==> config.mk <==
export PLATFORM = sky130hd
export DESIGN_NAME = muldiv_ctrl
export DESIGN_NICKNAME = d
export VERILOG_FILES = /design/src/rtl/muldiv_ctrl_pkg.sv /design/src/rtl/muldiv_watchdog.sv /design/src/rtl/muldiv_ctrl.sv
export SDC_FILE = /design/constraint.sdc
export NUM_CORES = 1
export LEC_CHECK = 0
export BUFFER_PORTS_ARGS = -buffer_cell sky130_fd_sc_hd__buf_4
export CAP_MARGIN = 20
export CELL_PAD_IN_SITES_DETAIL_PLACEMENT = 1
export CELL_PAD_IN_SITES_GLOBAL_PLACEMENT = 1
export CORE_MARGIN = 2
export CORE_UTILIZATION = 34
export CTS_CLUSTER_DIAMETER = 150
export DETAILED_ROUTE_END_ITERATION = 10
export GPL_TIMING_DRIVEN = 0
export HOLD_SLACK_MARGIN = 0.15
export PLACE_DENSITY = 0.85
export REMOVE_ABC_BUFFERS = 1
export SYNTH_ARGS = -nofsm -noshare
export SYNTH_HDL_FRONTEND = slang
export SYNTH_HIERARCHICAL = 1
export SYNTH_SLANG_ARGS = --single-unit
==> constraint.sdc <==
create_clock -name clk -period 3.3 [get_ports clk]
set_clock_uncertainty 0.2 [all_clocks]
set_input_delay 0.165 -clock clk [delete_from_list [all_inputs] [get_ports clk]]
set_output_delay 0.165 -clock clk [all_outputs]
set_load 0.02 [all_outputs]
==> src/rtl/muldiv_ctrl_pkg.sv <==
// -----------------------------------------------------------------------------
// muldiv_ctrl_pkg
// Shared definitions for the HI/LO arithmetic sequencing controller:
//   - EX operation encodings for mult/multu/div/divu
//   - controller state encoding
//   - the codebase-wide Stop/NoStop stall levels and ZeroWord constant
// -----------------------------------------------------------------------------
package muldiv_ctrl_pkg;

    // HI/LO operation select as presented by EX on req_op.
    // Bit 0 set means the unsigned variant.
    localparam logic [1:0] MULDIV_MULT  = 2'd0;
    localparam logic [1:0] MULDIV_MULTU = 2'd1;
    localparam logic [1:0] MULDIV_DIV   = 2'd2;
    localparam logic [1:0] MULDIV_DIVU  = 2'd3;

    // Stall request levels and the all-zero data word.
    localparam logic        Stop     = 1'b1;
    localparam logic        NoStop   = 1'b0;
    localparam logic [31:0] ZeroWord = 32'h0000_0000;

    typedef enum logic [1:0] {
        ST_IDLE    = 2'd0,
        ST_MUL_RUN = 2'd1,
        ST_DIV_RUN = 2'd2,
        ST_DONE    = 2'd3
    } state_e;

endpackage

==> src/rtl/muldiv_watchdog.sv <==
// -----------------------------------------------------------------------------
// muldiv_watchdog
// Busy-cycle counter guarding a running HI/LO unit.
//   clk, rst : clock, synchronous active-high reset
//   en       : a unit is running this cycle (counter advances)
//   clr      : controller leaves the running state (counter returns to 0)
//   expire   : running cycle number TIMEOUT-1 reached (cycles numbered from 0)
// Parameters: TIMEOUT (max running cycles), CNT_W (counter width).
// -----------------------------------------------------------------------------
module muldiv_watchdog #(
    parameter int TIMEOUT = 64,
    parameter int CNT_W   = 7
) (
    input  logic clk,
    input  logic rst,
    input  logic en,
    input  logic clr,
    output logic expire
);

    logic [CNT_W-1:0] cnt_q;
    logic [CNT_W-1:0] cnt_d;

    always_comb begin
        cnt_d = cnt_q;
        if (clr) begin
            cnt_d = '0;
        end else if (en) begin
            cnt_d = cnt_q + CNT_W'(1);
        end
    end

    always_ff @(posedge clk) begin
        if (rst) begin
            cnt_q <= '0;
        end else begin
            cnt_q <= cnt_d;
        end
    end

    // The controller always leaves the running state on expiry, so the
    // counter never wraps.
    assign expire = en && (cnt_q == CNT_W'(TIMEOUT - 1));

endmodule

==> src/rtl/muldiv_ctrl.sv <==
// -----------------------------------------------------------------------------
// muldiv_ctrl
// Sequences one mult/multu/div/divu from EX onto the iterative multiplier or
// divider, stalls EX until the 64-bit result exists, and holds that result
// until the pipeline advances past EX. Handles flush/bubble annul and a hung
// unit (watchdog).
//
// Ports:
//   clk, rst                   clock, synchronous active-high reset
//   flush                      kill the instruction in EX
//   stall_down                 stage after EX is stalled this cycle
//   req_valid, req_op          HI/LO instruction in EX and its operation
//   src_a, src_b               rs / rt operands
//   mul_start/div_start        level start to the selected unit
//   mul_signed/div_signed      signed operation select
//   mul_opa/opb, div_opa/opb   latched operands
//   mul_annul/div_annul        one-cycle abort pulse
//   mul_ready/div_ready        one-cycle result-valid pulse from unit
//   mul_result/div_result      unit result (div: {remainder, quotient})
//   stallreq                   EX stall request
//   res_valid, hi, lo          result for the current instruction
//   err_timeout                one-cycle pulse on watchdog expiry
//
// Build option: define MULDIV_DIV0_FAST_EN to complete div/divu by zero in
// the controller (hi=src_a, lo=all ones) without starting the divider.
// -----------------------------------------------------------------------------
module muldiv_ctrl
    import muldiv_ctrl_pkg::*;
#(
    parameter int TIMEOUT = 64,
    parameter int CNT_W   = 7
) (
    input  logic        clk,
    input  logic        rst,
    input  logic        flush,
    input  logic        stall_down,
    input  logic        req_valid,
    input  logic [1:0]  req_op,
    input  logic [31:0] src_a,
    input  logic [31:0] src_b,
    output logic        mul_start,
    output logic        div_start,
    output logic        mul_signed,
    output logic        div_signed,
    output logic [31:0] mul_opa,
    output logic [31:0] mul_opb,
    output logic [31:0] div_opa,
    output logic [31:0] div_opb,
    output logic        mul_annul,
    output logic        div_annul,
    input  logic        mul_ready,
    input  logic        div_ready,
    input  logic [63:0] mul_result,
    input  logic [63:0] div_result,
    output logic        stallreq,
    output logic        res_valid,
    output logic [31:0] hi,
    output logic [31:0] lo,
    output logic        err_timeout
);

    state_e      state_q, state_d;
    logic [31:0] mul_opa_q, mul_opa_d;
    logic [31:0] mul_opb_q, mul_opb_d;
    logic [31:0] div_opa_q, div_opa_d;
    logic [31:0] div_opb_q, div_opb_d;
    logic        mul_signed_q, mul_signed_d;
    logic        div_signed_q, div_signed_d;
    logic [31:0] hi_q, hi_d;
    logic [31:0] lo_q, lo_d;

    logic kill;
    logic div0_fast;
    logic wd_run;
    logic wd_clr;
    logic wd_expire;

    // A bubble arriving while a unit is running means the instruction left
    // EX without completing; it is handled exactly like a flush.
    assign kill = flush || !req_valid;

`ifdef MULDIV_DIV0_FAST_EN
    assign div0_fast = (src_b == ZeroWord);
`else
    assign div0_fast = 1'b0;
`endif

    assign wd_run = (state_q == ST_MUL_RUN) || (state_q == ST_DIV_RUN);
    assign wd_clr = (state_d != ST_MUL_RUN) && (state_d != ST_DIV_RUN);

    muldiv_watchdog #(
        .TIMEOUT (TIMEOUT),
        .CNT_W   (CNT_W)
    ) u_watchdog (
        .clk    (clk),
        .rst    (rst),
        .en     (wd_run),
        .clr    (wd_clr),
        .expire (wd_expire)
    );

    always_comb begin
        state_d      = state_q;
        mul_opa_d    = mul_opa_q;
        mul_opb_d    = mul_opb_q;
        div_opa_d    = div_opa_q;
        div_opb_d    = div_opb_q;
        mul_signed_d = mul_signed_q;
        div_signed_d = div_signed_q;
        hi_d         = hi_q;
        lo_d         = lo_q;
        mul_annul    = 1'b0;
        div_annul    = 1'b0;
        err_timeout  = 1'b0;

        case (state_q)
            ST_IDLE: begin
                if (req_valid && !flush) begin
                    case (req_op)
                        MULDIV_MULT, MULDIV_MULTU: begin
                            mul_opa_d    = src_a;
                            mul_opb_d    = src_b;
                            mul_signed_d = ~req_op[0];
                            state_d      = ST_MUL_RUN;
                        end
                        MULDIV_DIV, MULDIV_DIVU: begin
                            if (div0_fast) begin
                                hi_d    = src_a;
                                lo_d    = 32'hFFFF_FFFF;
                                state_d = ST_DONE;
                            end else begin
                                div_opa_d    = src_a;
                                div_opb_d    = src_b;
                                div_signed_d = ~req_op[0];
                                state_d      = ST_DIV_RUN;
                            end
                        end
                        default: ;
                    endcase
                end
            end

            // Kill outranks a same-cycle ready; ready outranks expiry.
            ST_MUL_RUN: begin
                if (kill) begin
                    mul_annul = 1'b1;
                    state_d   = ST_IDLE;
                end else if (mul_ready) begin
                    {hi_d, lo_d} = mul_result;
                    state_d      = ST_DONE;
                end else if (wd_expire) begin
                    hi_d        = ZeroWord;
                    lo_d        = ZeroWord;
                    mul_annul   = 1'b1;
                    err_timeout = 1'b1;
                    state_d     = ST_DONE;
                end
            end

            ST_DIV_RUN: begin
                if (kill) begin
                    div_annul = 1'b1;
                    state_d   = ST_IDLE;
                end else if (div_ready) begin
                    {hi_d, lo_d} = div_result;
                    state_d      = ST_DONE;
                end else if (wd_expire) begin
                    hi_d        = ZeroWord;
                    lo_d        = ZeroWord;
                    div_annul   = 1'b1;
                    err_timeout = 1'b1;
                    state_d     = ST_DONE;
                end
            end

            // Result is held until EX is actually taken; no relaunch while
            // the instruction still sits in EX.
            ST_DONE: begin
                if (flush || !stall_down) begin
                    state_d = ST_IDLE;
                end
            end

            default: state_d = ST_IDLE;
        endcase

        // The units share rst, so reset never needs an explicit abort.
        if (rst) begin
            mul_annul   = 1'b0;
            div_annul   = 1'b0;
            err_timeout = 1'b0;
        end
    end

    always_ff @(posedge clk) begin
        if (rst) begin
            state_q      <= ST_IDLE;
            mul_opa_q    <= ZeroWord;
            mul_opb_q    <= ZeroWord;
            div_opa_q    <= ZeroWord;
            div_opb_q    <= ZeroWord;
            mul_signed_q <= 1'b0;
            div_signed_q <= 1'b0;
            hi_q         <= ZeroWord;
            lo_q         <= ZeroWord;
        end else begin
            state_q      <= state_d;
            mul_opa_q    <= mul_opa_d;
            mul_opb_q    <= mul_opb_d;
            div_opa_q    <= div_opa_d;
            div_opb_q    <= div_opb_d;
            mul_signed_q <= mul_signed_d;
            div_signed_q <= div_signed_d;
            hi_q         <= hi_d;
            lo_q         <= lo_d;
        end
    end

    assign stallreq   = (req_valid && !flush && (state_q != ST_DONE)) ? Stop : NoStop;
    assign res_valid  = (state_q == ST_DONE);
    assign mul_start  = (state_q == ST_MUL_RUN);
    assign div_start  = (state_q == ST_DIV_RUN);
    assign mul_signed = mul_signed_q;
    assign div_signed = div_signed_q;
    assign mul_opa    = mul_opa_q;
    assign mul_opb    = mul_opb_q;
    assign div_opa    = div_opa_q;
    assign div_opb    = div_opb_q;
    assign hi         = hi_q;
    assign lo         = lo_q;

endmodule

==> results of run 1 <==
## Yosys cell counts (3+ instances only)
cell type / number
a211oi_1: 3
nor2_1: 76
o21a_1: 3
buf_1: 5
o2bb2ai_2: 60
buf_6: 25
xor2_1: 4
nor3_1: 4
clkbuf_8: 3
buf_2: 31
nor2_2: 3
nand4_1: 3
dfxtp_1: 203
o2bb2ai_1: 4
buf_4: 4
a21oi_1: 260
o21ai_0: 4
clkbuf_1: 25
nor3b_1: 64
inv_1: 5
nand2_1: 262
ha_1: 6
## state kept, by name, indices dropped and copies added (netlist names)
name              flops
mul_opa              32
div_signed            1
div_opa              32
lo                   32
u_watchdog/cnt_q      7
mul_signed            1
mul_opb              32
hi                   32
state_q               2
div_opb              32
## routing by layer
metal,GRT usage,vias to the layer above,wire length [µm]
met5,0,-,0
met4,0.1520,0,2362
met3,0.09714,167,3891
met2,0.5813,555,24180
met1,0.3414,5391,17480
li1,-,4816,-
## final timing paths
kind	from	end	cells past startpoint
worst max-delay path	state_q[1]$_SDFF_PP0_	lo[6]$_SDFFE_PP0P_	11
worst min-delay path	stall_down	state_q[0]$_SDFF_PP0_	6
worst max register to register	state_q[1]$_SDFF_PP0_	lo[6]$_SDFFE_PP0P_	11
worst min register to register	div_opb[3]$_SDFFE_PP0P_	div_opb[3]$_SDFFE_PP0P_	2
## through the flow
stage | hold slack (ns) | util
after global placement | 0.1564 | 0.4550
after floorplan | 0.03407 | -
final | 0.1999 | 0.5786
after global routing | 0.2179 | 0.5785
after CTS | 0.1700 | 0.5749
after detailed placement | 0.1664 | 0.4663
## repair_timing
item                       in CTS  in global routing
pin swaps                       0                  2
setup endpoints to repair      11                 18
hold buffers                  206                  0
gates resized for setup         2                  1
cloned                          0                  1
buffers inserted                0                  3
hold endpoints to repair      197                  0
## tightest hold or removal path, stage by stage
cell      delay (ns)
buf_4           0.08
nand3b_1        0.08
mux2i_1         0.17
o21ai_0         0.10
a21boi_1        0.15
nor2_1          0.11
## logic make-up after synthesis
| group | Yosys count | synth area share |
|---|---|---|
| AO/OA/AOI/OAI | 339 | 0.2574 |
| XOR/XNOR | 5 | 0.004804 |
| adder cells (fa/ha/maj) | 6 | 0.008236 |
| buffers and inverters | 99 | 0.07056 |
| flip-flops | 203 | 0.4458 |
| multiplexers | 2 | 0.002196 |
| AND/OR/NAND/NOR | 424 | 0.2110 |
## cell usage in the layout, fill, tap and decap left out, types with 3 or more instances in the layout
cell	count
buf_4	403
nand2_1	262
a21oi_1	260
dlygate4sd3_1	206
dfxtp_1	203
nor2_1	76
nor3b_1	64
o2bb2ai_2	60
clkbuf_16	25
clkbuf_1	10
diode_2	7
buf_6	6
inv_1	5
buf_16	5
buf_12	5
o21ai_0	4
xor2_1	4
o2bb2ai_1	4
ha_1	4
clkinv_2	4
a211oi_1	3
nor3_1	3
nand4_1	3
o21a_1	3
## report_power, final
part	internal, mW	switching, mW	total [mW]
Combinational	0.616	0.712	1.33
Sequential	2.54	0.0818	2.63
Clock	1.57	1.15	2.71
## layout make-up
class                      instances  area [µm²]
antenna                            7       17.52
multi-input combinational        777        4472
inverter                           6       22.52
clock buffer                      35       663.1
sequential                       203        4064
tap                              335       419.2
clock inverter                     8       111.4
fill                            2963       11040
timing repair buffer             625        5393
==> reports/metrics.cfg, run 1 <==
[detailed_routing]
drc=0
post_drt_wl_per_cell_um=24.00
viasPerCell=5.475
postRouteAntennaNets=0
initialDrtViolationCount=659
first_pass_iters=5
vias=10930
route.final.wire_length_um=47910

[cts]
cts_tree=yes
insertion_delay_ns=0.53
htreeDepth=1
clk_path_buf_depth=3
clock-sinks=203
clk_pin_slew_ns=0.06
numCtsBuffers=25
cts-root-buf=clkbuf_16

[critical_path]
path_max_fanout=14
end_kind=flip-flop
worstSetupStartpointType=flip-flop
path_cells=inv_1, ha_4, nand4_4, nor3_4, buf_6, nor3b_1, a21oi_1, nor2_1, a21oi_1, dlygate4sd3_1, o2bb2ai_2
crit_arrival_ns=3.32
reg2reg_slack_ns=0.16
crit_type=reg2reg
cp_slowest_cell=dlygate4sd3_1
critPathBufInv=3
crit_required_ns=3.48
cp_common_cell=a21oi_1
cpPeakStageDelay_ns=0.62
critPathTopFamily=buffers and inverters

[synthesis]
ys_seq_area_frac=0.4458
synth_top_area_cell=dfxtp_1
synthDistinctLibCells=41
synth_area_per_cell_um2=8.455
yosysWarnings=6
synth_edf_count=0
synth-seq-cells=203
synth_area_mm2=0.009115
synth-main-ff-cell=dfxtp_1
synthTopCellsByArea=dfxtp_1, a21oi_1, nand2_1, o2bb2ai_2, nor3b_1
synth.top_cell.area_share=0.4458
async_flop_share=0
synth_cells=1078

[timing]
slew_violations=0
tns_ns=0
rsz0062_at_grt=false
max_freq_ghz=0.3189
tightest_slew_ns=0.9748
finalWorstSetupSlack_ns=0.1644
setup_viol=0
period_needed_ns=3.136
maxSlewHeadroom=0.3494
finalHoldViolations=0
post-route-period-util=0.9502

[placed_design]
io_buffers=401
routabilityCongestion=0.7661
dp_cells=1735
dp_slack_ns=-0.1230
placed_area_mm2=0.01222
place.detailed.hpwl_um=24500

[pwr]
leakagePower_nw=6.240
power_mw=6.668
power.density_mw_per_mm2=439.8
vdd_drop_max_v=0.0004816

[die]
start_util=0.3478
core_mm2=0.02621
rows=59
dieWidth_um=167.7
ioPinCount=402
dieArea_mm2=0.02814
die_y_um=167.7

[run_status]
status=complete, no violations

[global_route]
grt_start_max_net_pins=101
track_usage=0.3211
grt_pass1_wl_um=71680
grt_overflow=0
grt_pass1_vias=12020
antenna_found_initial=6

[layout]
layout-drive-gt1-share=0.3204
area_growth_pct=66.34
final_area_mm2=0.01516
stdcell_count=1996
nets=1845

[min_path]
hold_path.class=in2reg

[job]
maxCapViolCount=0

(Power assumes the default switching activity.)
==> inputs of run 2 (changes only) <==
Settings changed: PLACE_DENSITY 0.85 to 0.9.
==> reports/metrics.cfg, run 2 (synthesis gave the netlist of run 1 again) <==
[run_status]
status=complete, no violations

[detailed_routing]
postRouteAntennaNets=0
first_pass_iters=5
vias=10950
drc=0
viasPerCell=5.471
route.final.wire_length_um=48270
initialDrtViolationCount=712
post_drt_wl_per_cell_um=24.12

[layout]
layout_common_cells=buf_4, nand2_1, a21oi_1
utilization=0.5784
layout-drive-gt1-share=0.3223
nets=1845
area_growth_pct=66.29
mostFrequentLayoutCell=buf_4

[global_route]
antenna_found_initial=9
grt_overflow=0
grt_start_max_net_pins=88
grt_pass1_wl_um=73410
grt_pass1_vias=12130
track_usage=0.3293

[cts]
htreeDepth=1
clock-sinks=203
cts-root-buf=clkbuf_16
insertion_delay_ns=0.52
numCtsBuffers=25
clk_pin_slew_ns=0.07
clk_path_buf_depth=3
cts_tree=yes

[timing]
rsz0062_at_grt=false
max_freq_ghz=0.3166
slew_violations=0
finalHoldViolations=0
post-route-period-util=0.9571
tightest_slew_ns=0.9079
maxSlewHeadroom=0.3948
setup_viol=0
period_needed_ns=3.158

[critical_path]
worstSetupStartpointType=flip-flop
crit_required_ns=3.54
cp-startpoint=state_q[0]$_SDFF_PP0_
path_max_fanout=69
end_kind=flip-flop
r2r_start=state_q[0]$_SDFF_PP0_
crit_type=reg2reg
crit_arrival_ns=3.40

[pwr]
power.density_mw_per_mm2=438.1
power_mw=6.641
leakagePower_nw=6.263
vdd_drop_max_v=0.0003824

[placed_design]
routabilityCongestion=0.8005
place.detailed.hpwl_um=24540
io_buffers=401

[die]
dieWidth_um=167.7
rows=59
ioPinCount=402
dieArea_mm2=0.02814
core_mm2=0.02621
start_util=0.3478
die_y_um=167.7

[min_path]
hold_path.startpoint=req_op[0]
hold_path.class=in2reg

[job]
maxCapViolCount=0

-- run 2: metrics by stage --
stage	hold slack, ns	setup TNS, ns	setup slack [ns]	std cells	area (µm²)
2_1_floorplan	0.03407	-215.33	-2.960	985	8494
3_3_place_gp	0.1624	-506.58	-6.478	1721	11920
3_5_place_dp	0.1682	-0.6235	-0.08074	1735	12220
4_1_cts	0.1656	0	0.06417	1989	15100
5_1_grt	0.1922	0	0.03911	2001	15160
6_report	0.1959	0	0.1417	2001	15160
-- run 2: routing by layer --
| layer | up-vias | track usage | wire length (µm) |
|---|---|---|---|
| li1 | 4812 | - | - |
| met1 | 5387 | 0.3568 | 17900 |
| met2 | 600 | 0.5953 | 24140 |
| met3 | 149 | 0.09903 | 4126 |
| met4 | 0 | 0.1414 | 2103 |
| met5 | - | 0 | 0 |
-- run 2: final cells by class --
class,count,area [µm²]
Sequential cell,203,4064
Multi-Input combinational cell,776,4469
Tap cell,335,419.2
Antenna cell,9,22.52
Clock inverter,7,52.55
Timing Repair Buffer,626,5379
Inverter,6,22.52
Clock buffer,39,728.2
Fill cell,2960,11050
-- run 2: path summary, 6_finish.rpt --
kind                                            endpoint  slack (ns)  cells past startpoint
worst max-delay path                 hi[15]$_SDFFE_PP0P_        0.14                      7
worst min-delay path             mul_signed$_SDFFE_PP0P_        0.20                      3
worst max register to register       hi[15]$_SDFFE_PP0P_        0.14                      7
worst min register to register  div_opb[26]$_SDFFE_PP0P_        0.26                      2
-- run 2: repair_timing --
action / CTS / global route
hold buffers: 208 / 0
cloned: 0 / 0
setup buffers: 0 / 3
endpoints found under the setup margin: 15 / 25
gates resized for setup: 2 / 2
pin swaps: 0 / 2
endpoints found under the hold margin: 197 / 0
-- run 2: worst max-delay path: stages (launching register included) --
cell	delay (ns)
dfxtp_1	0.35
inv_1	0.20
ha_4	0.76
inv_2	0.15
nor2_4	0.74
buf_12	0.29
a21oi_1	0.14
o2bb2ai_2	0.20
-- run 2: where the power goes --
part	internal, mW	switching, mW
clock network	1.52	1.16
logic	0.609	0.716
registers	2.54	0.0846
total	4.68	1.96
